File: config.mk
export PLATFORM = sky130hd
export DESIGN_NAME = serial_adder_ctrl
export DESIGN_NICKNAME = d
export VERILOG_FILES = /design/src/rtl/serial_adder_ctrl.sv
export SDC_FILE = /design/constraint.sdc
export NUM_CORES = 1
export LEC_CHECK = 0
export BUFFER_PORTS_ARGS = -buffer_cell sky130_fd_sc_hd__buf_2
export CORE_ASPECT_RATIO = 1.5
export CORE_UTILIZATION = 57
export CTS_BUF_LIST = sky130_fd_sc_hd__clkbuf_8 sky130_fd_sc_hd__clkbuf_16
export CTS_CLUSTER_SIZE = 16
export DETAILED_ROUTE_END_ITERATION = 7
export PLACE_DENSITY = 0.78
export SYNTH_ARGS = -nofsm -noshare
export SYNTH_HDL_FRONTEND = slang
export SYNTH_SLANG_ARGS = --single-unit
File: constraint.sdc
create_clock -name clk -period 3.7 [get_ports clk]
set_input_delay 0.74 -clock clk [delete_from_list [all_inputs] [get_ports clk]]
set_output_delay 0.74 -clock clk [all_outputs]
set_load 0.01 [all_outputs]
File: src/rtl/serial_adder_ctrl.sv
// Bit-serial adder: one full-adder slice walks LSB-first across WIDTH bits, with a valid/ready request and result handshake.
// Define SERIAL_ADDER_CTRL_OVF_EN to add the signed-overflow output ovf.
module serial_adder_ctrl #(
    parameter int  WIDTH = 8,
    localparam int CNT_W = $clog2(WIDTH)
) (
    input  logic             clk,
    input  logic             rst_n,
    input  logic             in_valid,
    output logic             in_ready,
    input  logic [WIDTH-1:0] a,
    input  logic [WIDTH-1:0] b,
    input  logic             cin,
    input  logic             flush,
    output logic             out_valid,
    input  logic             out_ready,
    output logic [WIDTH-1:0] sum,
    output logic             cout,
    output logic             busy
`ifdef SERIAL_ADDER_CTRL_OVF_EN
    ,
    output logic             ovf
`endif
);

    typedef enum logic [1:0] {
        S_IDLE = 2'd0,
        S_RUN  = 2'd1,
        S_DONE = 2'd2
    } state_e;

    localparam logic [CNT_W-1:0] CNT_LAST = CNT_W'(WIDTH - 1);

    state_e             state_q, state_d;
    logic [WIDTH-1:0]   a_sh_q, a_sh_d;
    logic [WIDTH-1:0]   b_sh_q, b_sh_d;
    logic [WIDTH-1:0]   sum_q, sum_d;
    logic [CNT_W-1:0]   cnt_q, cnt_d;
    logic               carry_q, carry_d;
    logic               cout_q, cout_d;
    logic               out_valid_q, out_valid_d;
    logic               s_bit, c_bit;
`ifdef SERIAL_ADDER_CTRL_OVF_EN
    logic               ovf_q, ovf_d;
`endif

    assign s_bit = a_sh_q[0] ^ b_sh_q[0] ^ carry_q;
    assign c_bit = (a_sh_q[0] & b_sh_q[0]) | (a_sh_q[0] & carry_q) | (b_sh_q[0] & carry_q);

    // Next-state and datapath update; everything holds unless a branch changes it.
    always_comb begin
        state_d     = state_q;
        a_sh_d      = a_sh_q;
        b_sh_d      = b_sh_q;
        sum_d       = sum_q;
        cnt_d       = cnt_q;
        carry_d     = carry_q;
        cout_d      = cout_q;
        out_valid_d = out_valid_q;
`ifdef SERIAL_ADDER_CTRL_OVF_EN
        ovf_d       = ovf_q;
`endif
        case (state_q)
            S_IDLE: begin
                if (in_valid) begin
                    state_d = S_RUN;
                    a_sh_d  = a;
                    b_sh_d  = b;
                    carry_d = cin;
                    sum_d   = {WIDTH{1'b0}};
                    cnt_d   = {CNT_W{1'b0}};
                end else begin
                    state_d = S_IDLE;
                end
            end
            S_RUN: begin
                if (flush) begin
                    state_d     = S_IDLE;
                    out_valid_d = 1'b0;
                    cnt_d       = {CNT_W{1'b0}};
                    carry_d     = 1'b0;
                end else begin
                    sum_d   = {s_bit, sum_q[WIDTH-1:1]};
                    a_sh_d  = {1'b0, a_sh_q[WIDTH-1:1]};
                    b_sh_d  = {1'b0, b_sh_q[WIDTH-1:1]};
                    carry_d = c_bit;
                    if (cnt_q == CNT_LAST) begin
                        // Counter parks at its last value so it never wraps.
                        state_d     = S_DONE;
                        out_valid_d = 1'b1;
                        cout_d      = c_bit;
`ifdef SERIAL_ADDER_CTRL_OVF_EN
                        ovf_d       = carry_q ^ c_bit;
`endif
                    end else begin
                        cnt_d = cnt_q + {{(CNT_W-1){1'b0}}, 1'b1};
                    end
                end
            end
            S_DONE: begin
                if (flush) begin
                    state_d     = S_IDLE;
                    out_valid_d = 1'b0;
                    cnt_d       = {CNT_W{1'b0}};
                    carry_d     = 1'b0;
                end else if (out_ready) begin
                    state_d     = S_IDLE;
                    out_valid_d = 1'b0;
                end else begin
                    state_d = S_DONE;
                end
            end
            default: begin
                state_d     = S_IDLE;
                out_valid_d = 1'b0;
            end
        endcase
    end

    // State and datapath registers.
    always_ff @(posedge clk or negedge rst_n) begin
        if (!rst_n) begin
            state_q     <= S_IDLE;
            a_sh_q      <= {WIDTH{1'b0}};
            b_sh_q      <= {WIDTH{1'b0}};
            sum_q       <= {WIDTH{1'b0}};
            cnt_q       <= {CNT_W{1'b0}};
            carry_q     <= 1'b0;
            cout_q      <= 1'b0;
            out_valid_q <= 1'b0;
        end else begin
            state_q     <= state_d;
            a_sh_q      <= a_sh_d;
            b_sh_q      <= b_sh_d;
            sum_q       <= sum_d;
            cnt_q       <= cnt_d;
            carry_q     <= carry_d;
            cout_q      <= cout_d;
            out_valid_q <= out_valid_d;
        end
    end

`ifdef SERIAL_ADDER_CTRL_OVF_EN
    // Overflow flag, captured alongside cout.
    always_ff @(posedge clk or negedge rst_n) begin
        if (!rst_n) begin
            ovf_q <= 1'b0;
        end else begin
            ovf_q <= ovf_d;
        end
    end

    assign ovf = ovf_q;
`endif

    assign in_ready  = (state_q == S_IDLE);
    assign busy      = (state_q != S_IDLE);
    assign out_valid = out_valid_q;
    assign sum       = sum_q;
    assign cout      = cout_q;

endmodule

After elaboration in Yosys (flattened, before gate mapping)
Cells that the tools add are included.
{"block": "totals", "out_inout_bits": 12, "in_bits": 22, "regBits": 32}
{"block": "op_classes", "reduce_logical": 9, "n_eq_ne": 9, "add_sub_neg": 1, "n_bitwise": 9, "n_mux": 29}
{"operator": "2-to-1 mux 8 bit", "n": 6}
{"operator": "one-hot mux 8 bit (2 select lines)", "n": 3}
{"operator": "2-to-1 mux 3 bit", "n": 4}
{"operator": "AND reduction 3 bit", "n": 4}
{"operator": "inequality test 3 bit (second input constant)", "n": 3}
{"operator": "one-hot mux 3 bit (3 select lines)", "n": 1}
{"operator": "2-to-1 mux 1 bit", "n": 8}
{"operator": "2-to-1 mux 2 bit", "n": 4}
{"operator": "inequality test 2 bit (second input constant)", "n": 3}
{"operator": "one-hot mux 1 bit (3 select lines)", "n": 2}
{"operator": "one-hot mux 2 bit (3 select lines)", "n": 1}
{"operator": "AND reduction 4 bit", "n": 1}
{"operator": "nonzero test 2 bit", "n": 2}
{"operator": "adder 3 x 1 -> 3 bit (second input constant)", "n": 1}
{"operator": "AND 1 bit", "n": 3}
{"operator": "equality test 3 bit (second input constant)", "n": 1}
{"operator": "nonzero test 3 bit", "n": 1}
{"operator": "equality test 2 x 1 -> 1 bit (second input constant)", "n": 1}
{"operator": "equality test 2 bit (second input constant)", "n": 1}
{"operator": "zero test 2 bit", "n": 1}
{"operator": "NOT 1 bit", "n": 2}
{"operator": "OR 1 bit", "n": 2}
{"operator": "XOR 1 bit", "n": 2}

Longest topological paths before layout
Gate-level depths: netlist of run 1.
{"block": "depth", "depth_word": 5, "mapped_depth": 7, "mapped_depth_nobuf": 5}

Worst setup path after synthesis of run 1
OpenSTA, ideal clock, no wires.
{"block": "synth_timing", "kind": "reg-to-reg", "start": "reg state_q[0]", "end": "reg a_sh_q[1]", "path_buffers": 1, "t_arrival_ns": 1.617, "setup_slack_ns": 1.958, "required_ns": 3.575, "setup_time_ns": 0.125, "stages_incl_launch_ff": 7, "path_cell_list": "dfrtp_1 > inv_1 > ha_1 > nor2b_1 > o21a_4 > buf_6 > mux2_4"}
{"block": "synth_between", "elab_chain_len": 3, "word_cells_on_any_way": 7, "classes_between": "eq/ne (3); mux (1); reduce/logical (3)"}
{"element": "start, declared", "line_no": "34", "source": "state_e state_q, state_d;"}
{"element": "start signal, assigned", "line_no": "132", "source": "state_q <= state_d;"}
{"element": "zero test 2 bit (*)"}
{"element": "named net in_ready", "line_no": "10", "source": "output logic in_ready,"}
{"element": "inequality test 2 bit (no source line) / nonzero test 2 bit (equally long branches)"}
{"element": "AND reduction 3 bit (no source line)"}
{"element": "end signal, assigned", "line_no": "124", "source": "a_sh_q <= {WIDTH{1'b0}};"}
{"element": "end signal, assigned", "line_no": "133", "source": "a_sh_q <= a_sh_d;"}
{"element": "end, declared", "line_no": "35", "source": "logic [WIDTH-1:0] a_sh_q, a_sh_d;"}
The timed path passes the listed nets; every way through them passes the cells marked *.
A chain may end at the register's enable or synchronous reset.

Worst setup path after layout of run 1
{"block": "layout_timing", "start": "reg state_q[1]", "end": "reg b_sh_q[2]"}
{"block": "layout_between", "elab_chain_len": 3, "word_cells_on_any_way": 7, "classes_between": "eq/ne (3); mux (1); reduce/logical (3)"}
{"element": "equality test 2 x 1 -> 1 bit / zero test 2 bit (equally long branches)", "line_no": "63", "source": "case (state_q)"}
{"element": "inequality test 2 bit (no source line) / nonzero test 2 bit (equally long branches)"}
{"element": "AND reduction 3 bit (no source line)"}
{"element": "end signal, assigned", "line_no": "125", "source": "b_sh_q <= {WIDTH{1'b0}};"}
{"element": "end signal, assigned", "line_no": "134", "source": "b_sh_q <= b_sh_d;"}
{"element": "end, declared", "line_no": "36", "source": "logic [WIDTH-1:0] b_sh_q, b_sh_d;"}
Parallel ways exist; a longest one is shown, timed or not.

==> results of run 1 <==
==> logic make-up after synthesis <==
logic type                 after synthesis  synth area share [%]
AOI/OAI and AO/OA                       20                  8.06
muxes                                   29                  20.7
and+or+nand+nor                         28                  10.9
DFF                                     32                  47.3
adders and majority gates                8                  6.36
buffers and inverters                   25                  6.58
==> power groups by stage <==
stage | Combinational (mW) | Clock (mW) | Sequential [mW]
2_1_floorplan | 0.268 | 0 | 0.488
3_3_place_gp | 0.312 | 0 | 0.499
3_5_place_dp | 0.328 | 0 | 0.505
4_1_cts | 0.330 | 0.251 | 0.500
5_1_grt | 0.358 | 0.270 | 0.510
6_report | 0.324 | 0.244 | 0.499
==> Yosys cell counts (2+ instances only) <==
cell	number
ha_1	7
buf_2	2
nor2b_1	2
nand2_1	5
inv_1	18
mux2_4	8
nand2b_1	2
a221o_1	2
nand4b_1	3
mux2i_1	5
mux2_2	16
dfrtp_1	32
o21ai_0	12
and3_1	2
buf_6	2
nor3b_1	2
clkbuf_1	3
nand4_1	7
==> per-layer routing <==
| layer | global-route usage [%] | part of all wire (%) |
|---|---|---|
| met4 | 13.6 | 1.8 |
| met3 | 6.51 | 4.3 |
| met5 | 0 | 0 |
| met2 | 41.0 | 55 |
| met1 | 23.7 | 39 |
==> final timing paths <==
path | from | end | cells past startpoint
max in group asynchronous | rst_n | a_sh_q[0]$_DFFE_PN0P_ | 1
hold / removal | rst_n | sum[3]$_DFFE_PN0P_ | 1
hold reg to reg | cout$_DFFE_PN0P_ | cout$_DFFE_PN0P_ | 2
min in group clk | cout$_DFFE_PN0P_ | cout$_DFFE_PN0P_ | 2
setup reg to reg | state_q[1]$_DFFE_PN0P_ | b_sh_q[2]$_DFFE_PN0P_ | 5
setup / recovery | state_q[1]$_DFFE_PN0P_ | b_sh_q[2]$_DFFE_PN0P_ | 5
==> area by class of cell <==
| class | count | area (um2) | area share, % |
|---|---|---|---|
| timing repair buffer | 34 | 173 | 8.88 |
| multi-input combinational | 85 | 779 | 40.1 |
| clock inverter | 2 | 8.76 | 0.450 |
| tap | 37 | 46.3 | 2.38 |
| clock buffer | 5 | 68.8 | 3.54 |
| sequential | 32 | 801 | 41.2 |
| inverter | 18 | 67.6 | 3.47 |
==> state kept, by name, indices dropped and copies added, names as in the netlist <==
signal	flops
a_sh_q	8
b_sh_q	8
sum	8
cnt_q	3
state_q	2
carry_q	1
cout	1
out_valid	1
==> metrics by stage <==
step                      instances  cell area [um2]  hold WS, ps  worst slack, ps
after floorplan                 142             1690          444             1960
after global placement          206             1870          464             1550
after detailed placement        206             1870          489             1440
after CTS                       213             1940          503             1430
after global routing            213             1940          512             1260
final                           213             1940          498             1450
==> worst max-delay path, cell delays in order (launching register included) <==
cell     delay, ps
dfrtp_1        430
inv_1          100
ha_1           490
and2b_4        350
o21a_4         370
mux2_2         380
==> metrics.cfg, run 1 <==
[clock_tree]
postCtsResizedCells = 0
post-cts-setup-buffers = 0
clk_latency_ps = 280
cts.sinks = 32
clkSlewWorstSetupHoldPaths_ps = 60
cts.path.max_buffers = 2
root_buffer = clkbuf_8
cts-buffers-inserted = 5
postCtsHoldBufs = 0
cts_tree = done
htree_levels = 2

[final_layout]
final_cell_mix = buf_2, dfrtp_1, inv_1
nets = 206
utilization_pct = 71.1
mostFrequentLayoutCell = buf_2
num_antenna_cells = 0
fillCellCount = 203
syn2layout_area_growth_pct = 14.9
drive_gt1_share_pct = 38.1

[power]
p_int_uw = 757
p_sw_uw = 310
p_comb_share_pct = 30.3
ir_worst_vdd_uv = 390
power_mw = 1.07
total_leakage_power_nw = 0.960
pwr-share-clk_pct = 22.9
p_per_area_nw_per_um2 = 549
swShare_pct = 29.0
p_seq_share_pct = 46.8

[timing]
setup_tns_ps = 0
worst_slew_pin_slew_ps = 697
fin_skew_ps = 7.60
finalHoldViolCount = 0
rsz0062_at_grt = false
fmax_mhz = 445
maxSlewViolCount = 0
layout_min_cycle_time_ps = 2250
fin_crit_sh_pct = 60.7
slew_headroom_pct = 53.5
finalSetupViolCount = 0

[global_routing]
grt_usage_pct = 23.4
grt_pass1_vias = 1271
grt_pass1_wl_um = 5200
grt_max_degree = 33
grt-ovfl-total = 0
grt_antenna_before_repair = 0

[placement]
io_buffer_count = 33
place.gp.congestion = 0.846
dpl.hpwl_um = 2280

[yosys]
synthFlopType = dfrtp_1
synth_largest_area_cell = dfrtp_1
yosys_register_bits = 32
synth-edff-count = 0
syn_avg_cell_area_um2 = 11.9
synth_top_area_share_pct = 47.3
netlist_instances = 142
synth_cell_types = 30
ys.warnings.count = 0
syn_area_um2 = 1690
synth.area.top_cells = dfrtp_1, mux2_2, mux2_4
async_flop_share_pct = 100
syn_nets = 172
ys_seq_area_share_pct = 47.3

[job]
cap_viol_max_count = 0

[critical_path]
critPathCaptureType = flop
rrSetupSlack_ps = 1450
worstPathRequired_ps = 3860
path_class = flop to flop
critPathLaunchType = flop
crit_arrival_ps = 2410
critPathMaxFanout = 24

[routing]
vias_per_cell = 5.59
vias = 1190
antenna_left = 0
drt_iter0_drc = 24
wl_per_cell_um = 14.7
drc = 0
firstDrtPassIters = 4
wl_um = 3140

[die]
pin_count = 34
core_um2 = 2730
die_w_um = 46.5
fp.dieH_um = 68.7
die_area_um2 = 3190
core.rowCount = 23
start_util_pct = 61.9

[outcome]
status = finished clean

[min_path]
hp-class = primary input to async pin

(Power assumes the default switching activity.)
==> inputs of run 2 (changes only) <==
CORE_UTILIZATION = 49   (was 57)
PLACE_DENSITY = 0.71   (was 0.78)
clock period = 1.95 ns   (was 3.7 ns; I/O delays follow)
==> metrics.cfg, run 2 (synthesized netlist as in run 1, its figures left out) <==
[clock_tree]
postCtsHoldBufs = 0  ; unchanged
clk_latency_ps = 280  ; about the same
cts-buffers-inserted = 5  ; unchanged
cts.path.max_buffers = 2  ; unchanged
clkSlewWorstSetupHoldPaths_ps = 70  ; was 60 ps
cts_tree = done  ; unchanged
htree_levels = 2  ; unchanged
postCtsResizedCells = 0  ; unchanged
cts.sinks = 32  ; unchanged
root_buffer = clkbuf_8  ; unchanged
post-cts-setup-buffers = 0  ; unchanged

[final_layout]
fin_cells = 224  ; was 213
utilization_pct = 62.6  ; was 71.1%
fillCellCount = 273  ; was 203
drive_gt1_share_pct = 41.3  ; was 38.1%
syn2layout_area_growth_pct = 19.2  ; was 14.9%
num_antenna_cells = 0  ; unchanged
nets = 213  ; was 206
final_cell_mix = buf_2, dfrtp_1, inv_1  ; unchanged
mostFrequentLayoutCell = buf_2  ; unchanged
finalInstanceArea_um2 = 2020  ; was 1940 um2

[timing]
fin_crit_sh_pct = 94.1  ; was 60.7%
maxSlewViolCount = 0  ; unchanged
fmax_mhz = 545  ; was 445 MHz
setup_tns_ps = 0  ; unchanged
finalHoldViolCount = 0  ; unchanged
setup_ws_ps = 116  ; was 1450 ps
layout_min_cycle_time_ps = 1830  ; was 2250 ps
finalSetupViolCount = 0  ; unchanged
rsz0062_at_grt = true  ; was false
slew_headroom_pct = 54.2  ; was 53.5%
fin_hold_ws_ps = 145  ; was 498 ps
worst_slew_pin_slew_ps = 687  ; was 697 ps
fin_skew_ps = 5.25  ; was 7.60 ps

[critical_path]
critPathMaxFanout = 15  ; was 24
worst_path_largest_cell_delay_ps = 440  ; was 490 ps
path_delay_family = flip-flops  ; was adder cells
critPathLaunchType = flop  ; unchanged
crit_arrival_ps = 2000  ; was 2410 ps
crit_chain = inv_1 -> ha_1 -> nor2b_1 -> o21a_4 -> mux2_2  ; was inv_1 -> ha_1 -> and2b_4 -> o21a_4 -> mux2_2
worstPathRequired_ps = 2120  ; was 3860 ps
startpoint = state_q[0]$_DFFE_PN0P_  ; was state_q[1]$_DFFE_PN0P_
slowest_stage = dfrtp_1  ; was ha_1
crit_path_end = b_sh_q[4]$_DFFE_PN0P_  ; was b_sh_q[2]$_DFFE_PN0P_
path_class = flop to flop  ; unchanged
critPathCaptureType = flop  ; unchanged
rrSetupSlack_ps = 120  ; was 1450 ps
r2r_start = state_q[0]$_DFFE_PN0P_  ; was state_q[1]$_DFFE_PN0P_
r2r_cells = 5  ; unchanged
worstReg2RegEnd = b_sh_q[4]$_DFFE_PN0P_  ; was b_sh_q[2]$_DFFE_PN0P_
path_buf_inv = 1  ; unchanged
cp_num_cells = 5  ; unchanged

[die]
die_area_um2 = 3700  ; was 3190 um2
pin_count = 34  ; unchanged
start_util_pct = 52.5  ; was 61.9%
core_um2 = 3220  ; was 2730 um2
die_w_um = 50.0  ; was 46.5 um
fp.dieH_um = 74.0  ; was 68.7 um
core.rowCount = 25  ; was 23

[global_routing]
grt_pass1_vias = 1196  ; was 1271
grt_antenna_before_repair = 0  ; unchanged
grt_pass1_wl_um = 5340  ; was 5200 um
grt-ovfl-total = 0  ; unchanged
grt_max_degree = 33  ; unchanged
grt_usage_pct = 19.6  ; was 23.4%

[power]
power_mw = 2.13  ; was 1.07 mW
total_leakage_power_nw = 1.00  ; was 0.960 nW
ir_worst_vdd_uv = 880  ; was 390 uV
p_per_area_nw_per_um2 = 1060  ; was 549 nW/um2

[placement]
placed_area_um2 = 1910  ; was 1870 um2
dpl.hpwl_um = 2330  ; was 2280 um
dpl_worst_slack_ps = 102  ; was 1440 ps
io_buffer_count = 33  ; unchanged
place.gp.congestion = 0.848  ; was 0.846
placed_cells = 214  ; was 206

[routing]
drc = 0  ; unchanged
antenna_left = 0  ; unchanged
wl_um = 3130  ; was 3140 um
wl_per_cell_um = 14.0  ; was 14.7 um
firstDrtPassIters = 4  ; unchanged
drt_iter0_drc = 27  ; was 24
vias = 1191  ; was 1190
vias_per_cell = 5.32  ; was 5.59

[min_path]
hp-class = primary input to async pin  ; unchanged

[outcome]
status = finished clean  ; unchanged

[job]
cap_viol_max_count = 0  ; unchanged

==> run 2: changes by cell type in the layout (fill, tap and decap cells not counted) <==
cell / previous run / this run
buf_4: 1 / 8
clkbuf_8: 5 / 6
clkinv_2: 1 / 2
inv_1: 19 / 18
==> run 2: cell type report <==
| class | count | area, um2 | area share [%] |
|---|---|---|---|
| well taps | 40 | 50.0 | 2.48 |
| repair buffers | 41 | 225 | 11.2 |
| clock buffers | 6 | 82.6 | 4.10 |
| flip-flops and latches | 32 | 801 | 39.7 |
| clock inverters | 2 | 10.0 | 0.497 |
| inverters | 18 | 67.6 | 3.35 |
| multi-input cells | 85 | 779 | 38.7 |
==> run 2: how the worst min path moves through the flow <==
stage	from	end	slack (ps)	cells after the start
final	rst_n	sum[3]$_DFFE_PN0P_	150	1
after global routing	rst_n	sum[4]$_DFFE_PN0P_	200	1
after CTS	rst_n	sum[4]$_DFFE_PN0P_	170	1
after detailed placement	rst_n	sum[4]$_DFFE_PN0P_	480	1
after global placement	rst_n	sum[3]$_DFFE_PN0P_	460	1
after floorplan	rst_n	a_sh_q[0]$_DFFE_PN0P_	90	0
==> run 2: power breakdown <==
part           switching (mW)  total [mW]  internal (mW)
sequential              0.101       0.949          0.848
combinational           0.272       0.657          0.385
clock                   0.242       0.523          0.281
==> run 2: routing by layer <==
metal	global-route usage [%]	routed length [um]	up-vias
li1	-	-	578
met5	0	0	-
met1	22.6	1280	575
met3	3.68	103	5
met2	34.4	1680	33
met4	10.5	61	0
==> run 2: worst reg2reg max path: stages, from the launching register on <==
cell     delay (ps)
dfrtp_1         440
inv_1           110
ha_1            280
nor2b_1         210
o21a_4          310
mux2_2          370
